===== src/rtl/rom_arb_pkg.sv =====
// Shared types and defaults for the two-requester ROM burst arbiter.
package rom_arb_pkg;

    localparam int DEF_ADDR_W = 4;
    localparam int DEF_DATA_W = 16;

    typedef enum logic [1:0] {
        IDLE  = 2'd0,
        ISSUE = 2'd1,
        DRAIN = 2'd2
    } arb_state_t;

    typedef enum logic {
        REQ0 = 1'b0,
        REQ1 = 1'b1
    } req_idx_t;

endpackage


===== src/rtl/rr_arb2.sv =====
// Two-way round-robin pick; ptr names the requester that wins a tie.
module rr_arb2
    import rom_arb_pkg::*;
(
    input  logic     req0,
    input  logic     req1,
    input  req_idx_t ptr,
    output logic     valid,
    output req_idx_t pick
);

    always_comb begin
        valid = req0 | req1;
        pick  = REQ0;
        if (req0 && req1) begin
            pick = ptr;
        end else if (req1) begin
            pick = REQ1;
        end
    end

endmodule


===== src/rtl/rom_burst_arbiter.sv =====
// Shares one synchronous ROM between two burst requesters, round-robin,
// issuing one address per cycle and returning words two cycles later.
module rom_burst_arbiter
    import rom_arb_pkg::*;
#(
    parameter int ADDR_W = DEF_ADDR_W,
    parameter int DATA_W = DEF_DATA_W
) (
    input  logic              clk,
    input  logic              rst,
    input  logic              req0,
    input  logic              req1,
    input  logic [ADDR_W-1:0] start0,
    input  logic [ADDR_W-1:0] start1,
    input  logic [ADDR_W-1:0] len0,
    input  logic [ADDR_W-1:0] len1,
    output logic              gnt0,
    output logic              gnt1,
    output logic              rvalid0,
    output logic              rvalid1,
    output logic              done0,
    output logic              done1,
    output logic [DATA_W-1:0] rdata,
    output logic [ADDR_W-1:0] rom_addr,
    input  logic [DATA_W-1:0] rom_data
);

    arb_state_t        state;
    arb_state_t        state_nxt;
    req_idx_t          ptr;
    req_idx_t          owner;
    req_idx_t          pick;
    logic              pick_valid;
    logic              accept;
    logic [ADDR_W-1:0] count;
    logic [ADDR_W-1:0] sel_start;
    logic [ADDR_W-1:0] sel_len;
    logic              p1;
    logic              p1_last;

    rr_arb2 u_arb (
        .req0  (req0),
        .req1  (req1),
        .ptr   (ptr),
        .valid (pick_valid),
        .pick  (pick)
    );

    always_comb begin
        state_nxt = state;
        accept    = 1'b0;
        sel_start = (pick == REQ1) ? start1 : start0;
        sel_len   = (pick == REQ1) ? len1 : len0;
        case (state)
            IDLE: begin
                if (pick_valid) begin
                    accept    = 1'b1;
                    state_nxt = ISSUE;
                end
            end
            ISSUE: begin
                if (count == '0) begin
                    state_nxt = DRAIN;
                end
            end
            // The final issued word sits in stage one; it is captured at this edge.
            DRAIN: begin
                if (p1_last) begin
                    state_nxt = IDLE;
                end
            end
            default: state_nxt = IDLE;
        endcase
    end

    always_ff @(posedge clk) begin
        if (rst) begin
            state <= IDLE;
        end else begin
            state <= state_nxt;
        end
    end

    always_ff @(posedge clk) begin
        if (rst) begin
            ptr      <= REQ0;
            owner    <= REQ0;
            rom_addr <= '0;
            count    <= '0;
            p1       <= 1'b0;
            p1_last  <= 1'b0;
            rdata    <= '0;
            gnt0     <= 1'b0;
            gnt1     <= 1'b0;
            rvalid0  <= 1'b0;
            rvalid1  <= 1'b0;
            done0    <= 1'b0;
            done1    <= 1'b0;
        end else begin
            gnt0    <= accept && (pick == REQ0);
            gnt1    <= accept && (pick == REQ1);
            // Stage one marks an address the ROM is sampling; stage two is the output.
            p1      <= (state == ISSUE);
            p1_last <= (state == ISSUE) && (count == '0);
            rvalid0 <= p1 && (owner == REQ0);
            rvalid1 <= p1 && (owner == REQ1);
            done0   <= p1_last && (owner == REQ0);
            done1   <= p1_last && (owner == REQ1);
            if (p1) begin
                rdata <= rom_data;
            end
            if (accept) begin
                rom_addr <= sel_start;
                count    <= sel_len;
                owner    <= pick;
                ptr      <= (pick == REQ0) ? REQ1 : REQ0;
            end else if ((state == ISSUE) && (count != '0)) begin
                rom_addr <= rom_addr + ADDR_W'(1);
                count    <= count - ADDR_W'(1);
            end
        end
    end

endmodule


===== config.mk =====
export PLATFORM = sky130hd
export DESIGN_NAME = rom_burst_arbiter
export DESIGN_NICKNAME = d
export VERILOG_FILES = /design/src/rtl/rom_arb_pkg.sv /design/src/rtl/rr_arb2.sv /design/src/rtl/rom_burst_arbiter.sv
export SDC_FILE = /design/constraint.sdc
export NUM_CORES = 1
export LEC_CHECK = 0
export BUFFER_PORTS_ARGS = -buffer_cell sky130_fd_sc_hd__buf_4
export CORE_ASPECT_RATIO = 1.25
export CORE_UTILIZATION = 50
export DETAILED_ROUTE_END_ITERATION = 16
export GPL_TIMING_DRIVEN = 0
export PLACE_DENSITY_LB_ADDON = 0.2
export SYNTH_ARGS = -nofsm -noshare
export SYNTH_HDL_FRONTEND = slang
export SYNTH_SLANG_ARGS = --single-unit

===== constraint.sdc =====
create_clock -name clk -period 3.32 [get_ports clk]
set_input_delay 0.166 -clock clk [delete_from_list [all_inputs] [get_ports clk]]
set_output_delay 0.166 -clock clk [all_outputs]
set_load 0.05 [all_outputs]

# Word-level counts from Yosys, hierarchy flattened

Cells that the tools add are included.

Register bits after elaboration: 36
Bits in latches: 0
Bits in writable memories: 0
Bits in read-only memories: 0
Output and inout bits: 26
Logic and storage cells: 53
Memories kept: 0

$add $sub $neg: 2
Multiply operators: 0
Div/mod/pow operators: 0
Magnitude comparators: 0
Equality and inequality tests: 5
Shift-type cells: 0
Mux-type cells: 15
Bitwise operators: 3
Reduce and logical (&&, ||, !) cells: 14

Operators by type and width:

| kind                                                 | count |
|---|---|
| two-way mux 4 bit                                    | 6 |
| logical AND 1 bit                                    | 9 |
| two-way mux 2 bit                                    | 3 |
| one-hot mux 2 bit (3 select lines)                   | 1 |
| two-way mux 1 bit                                    | 5 |
| adder 4 x 1 -> 4 bit (second input constant)         | 1 |
| logical NOT 4 bit                                    | 1 |
| != test 2 bit (second input constant)                | 2 |
| nonzero test 4 bit                                   | 1 |
| subtractor 4 x 1 -> 4 bit (second input constant)    | 1 |
| AND reduction 3 bit                                  | 1 |
| equality test 2 x 1 -> 1 bit (second input constant) | 1 |
| equality test 2 bit (second input constant)          | 1 |
| logical NOT 2 bit                                    | 1 |
| != test 2 x 1 -> 1 bit (second input constant)       | 1 |
| inverter 1 bit                                       | 2 |
| nonzero test 2 bit                                   | 1 |
| bitwise OR 1 bit                                     | 1 |

# Depth between registers and ports, before layout

Depth after elaboration: 4
Depth in mapped cells: 7
Mapped depth without buffers: 6

# By module

Synthesis repeated with hierarchy kept, for this count alone.

Cell total of the unflattened synthesis: 159
Area total of the unflattened synthesis: 1569.0 um^2

By module, submodules not included:

| module            | times used | cells an instance | area each (um^2) | sequential area each (um^2) |
|---|---|---|---|---|
| rom_burst_arbiter | 1          | 156               | 1551.5           | 720.7 |
| rr_arb2           | 1          | 3                 | 17.5             | 0.0 |

# Least setup slack after synthesis

OpenSTA, ideal clock, no wires.

Path type: register to register
Start: reg count[0]
End: reg rom_addr[2]
Arrival: 1.493 ns
Required time: 3.181 ns
Setup slack: 1.689 ns
Cell stages (with the launch flop): 8
Clock period less this slack: 1.631 ns
Cells stage by stage: dfxtp_1 -> inv_1 -> ha_1 -> or3b_1 -> a22o_1 -> buf_6 -> nor2_1 -> a211oi_2

Cells in the longest elaborated chain, start to end: 3

RTL lines:

| item                                | line                     | text |
|---|---|---|
| start, declared                     | rom_burst_arbiter.sv:35  | `logic [ADDR_W-1:0] count;` |
| start signal, assigned              | rom_burst_arbiter.sv:114 | `count <= sel_len;` |
| start signal, assigned              | rom_burst_arbiter.sv:119 | `count <= count - ADDR_W'(1);` |
| nonzero test 4 bit                  | rom_burst_arbiter.sv:117 | `end else if ((state == ISSUE) && (count != '0)) begin` |
| logical AND 1 bit                   | rom_burst_arbiter.sv:117 |  |
| nonzero test 2 bit (no source line) | -                        |  |
| end signal, assigned                | rom_burst_arbiter.sv:113 | `rom_addr <= sel_start;` |
| end signal, assigned                | rom_burst_arbiter.sv:118 | `rom_addr <= rom_addr + ADDR_W'(1);` |
| end, declared                       | rom_burst_arbiter.sv:24  | `output logic [ADDR_W-1:0] rom_addr,` |

No other way between the ends.
A chain may end at the register's enable or synchronous reset.

# Final worst setup path

Start: reg count[0]
End: reg rom_addr[1]

The elaborated chain is that of the path after synthesis.

==> run metrics <==
DR pass1 iterations=6; part of the cycle the worst path needs=0.560; critical path required time=3.52 ns; initial antenna violation count=0; Die Area=3160 µm²; Die Wd=50.5 µm; ys async rst share=0; Worst VDD drop=between 600 and 700 µV; Layout Nets=251; post-synth cell types=34; GRT Overall Usage=0.229; Post-DP HPWL=2.43 mm; io pins=62; share of the synthesized area in the top cell type=0.491; Slew Limit Headroom=0.600; clk buf depth=2; final setup vio count=0; met2 Track Usage GR=0.397; CTS tree=built; Power Total=1.57 mW; Vias/cell=5.44; die height=between 60 and 70 µm; Reg clk slew, reported paths=0.10 ns; met3 usage=0.0706; clk_skew=0.00308 ns; Tmin final=1.86 ns; Root Driver=clkbuf_4; cts hold-fix bufs=0; M1 GR Usage=0.226; Yosys reg bits=36; H-tree levels=2; type of the worst setup path=reg -> reg; Reg2Reg Setup Slack=1.46 ns; Area contributors post-synth=dfxtp_1 49%, mux2i_1 11%, nor2_1 7.7%; synth cell count leaders=36 x dfxtp_1, 30 x nor2_1, 16 x mux2i_1; final non-filler cell total=248; Setup crit end=rom_addr[1]; initial core utilization=0.537; area post-placement=approximately 2000 µm²; PostCTS Resize Cnt=0; Worst R2R Path Depth=7; status=completed; Syn Inst Count=146; Clock Sinks=36; Fin Setup TNS=0 ns; Wirelength per Cell=13.5 µm; Vias=between 1000 and 1500; placer's final routability congestion estimate=between 0.8 and 0.9; Syn Area/Cell=10.1 µm²; CP max FO=10; Netlist Area Pre-Place=between 1000 and 1500 µm²; cell accounting for the most synthesized area=dfxtp_1; CTS Buf Count=5; Pleak=0.918 nW; number of antenna-violating nets in the routed design=0; largest net degree at the start of global routing=12; Critical Path End Type=flip-flop; Worst EP arrival=2.06 ns; vias in the first global route=1293; Placement Setup Slack=between 1.5 and 2 ns; Post-synth EDFFs=0; CP startpoint=count[0]; ANT cells=0; fmax=~540 MHz; Tightest Pin Transition=approximately 0.6 ns; DRC=0; max-slew violations=0; max-cap check violation count=0; Post-CTS Setup Inserts=0; area grow syn2layout=38.8%; drt initial violations=60; Routed Wire Length=3.34 mm; Placed Cells=240; most common cell in the netlist=dfxtp_1; nature of the critical path startpoint=flip-flop; Final Instance Area=just over 2000 µm²; Hold Fails Final Rpt=0; port bufs=60; ys flop type=dfxtp_1; synth warn=0; unrepaired setup endpoints after global routing=no; reg2reg end=rom_addr[1]; final core utilization=0.745; row cnt=21; first-pass GRT wire length=5.42 mm; GRT Residual Overflow=0; area of the core=2730 µm²; Post-Syn Nets=184; busiest grt layer=met2; Final WS setup=1.46 ns; RR Startpoint=count[0]; HP Class=in -> reg; Power Dens Cells=between 700 and 800 nW/µm²; register area share after synthesis=0.491; Min Hold Slack=between 0.06 and 0.07 ns; Skew-Pair Late Insertion Delay=0.33 ns; share of cells above drive strength 1=0.364
## cell usage in the layout, fill, tap and decap left out, types with 2 or more instances in the layout
cell type / Yosys / routed
nor3_1: 3 / 3
and3_1: 2 / 2
nand3_1: 2 / 2
and3b_1: 2 / 2
xor2_1: 2 / 2
ha_1: 2 / 2
clkbuf_1: 6 / 7
buf_4: 0 / 60
a222oi_1: 6 / 6
nand2b_1: 2 / 2
dfxtp_1: 36 / 36
nor2_1: 30 / 30
a21oi_1: 3 / 3
a211oi_2: 5 / 5
mux2i_1: 16 / 16
buf_2: 3 / 3
nor2b_1: 3 / 3
inv_1: 2 / 2
a211oi_1: 2 / 2
nor3b_1: 4 / 4
clkbuf_4: 0 / 5
## cells by family after synthesis
logic type               Yosys count  share of synthesized area
buffers and inverters             13                     0.0409
flip-flops                        36                      0.491
XOR/XNOR                           2                     0.0119
AO/OA/AOI/OAI                     22                      0.141
adder cells (fa/ha/maj)            2                     0.0170
AND/OR/NAND/NOR                   55                      0.189
multiplexers                      16                      0.109
## critical path: stages, from the launching register on
cell	delay (ns)
dfxtp_1	0.34
inv_1	0.07
ha_1	0.23
or3b_1	0.42
a22o_1	0.31
buf_6	0.18
nor2_1	0.11
a211oi_2	0.06
## per-layer routing
layer | vias to the layer above | wire [µm]
met4 | 0 | 42
met2 | 71 | 1780
met1 | 618 | 1250
met3 | 6 | 277
li1 | 653 | -
met5 | - | 0
## layout make-up
type / count / area [µm²]
repair buffers: 60 / 450
multi-input cells: 97 / 687
inverters: 3 / 11.3
fillers: 205 / 696
flip-flops and latches: 36 / 721
clock inverters: 2 / 35.0
clock buffers: 6 / 41.3
plain buffers: 10 / 48.8
well taps: 34 / 42.5
## state kept, by name (all words and copies together) (netlist names)
| name | cells |
|---|---|
| rdata | 16 |
| count | 4 |
| rom_addr | 4 |
| state | 2 |
| done0 | 1 |
| done1 | 1 |
| gnt0 | 1 |
| gnt1 | 1 |
| owner | 1 |
| p1 | 1 |
| p1_last | 1 |
| ptr | 1 |
| rvalid0 | 1 |
| rvalid1 | 1 |
## power by group
part           switching (mW)  leakage (nW)  total [mW]  internal (mW)
Sequential             0.0697         0.295       0.583          0.513
Clock                   0.139        0.0422       0.296          0.158
Combinational           0.407         0.581       0.687          0.280
## worst min path at each step
stage | from | to | slack [ns] | cells past startpoint
floorplan | rom_data[0] | rdata[0] | 0.31 | 2
detailed placement | rom_data[10] | rdata[10] | 0.41 | 3
global route | rom_data[3] | rdata[3] | 0.05 | 3
global placement | rom_data[14] | rdata[14] | 0.40 | 3
CTS | rom_data[0] | rdata[0] | 0.05 | 3
finish | rom_data[0] | rdata[0] | 0.06 | 3
Power figures use the tool's default switching activity.
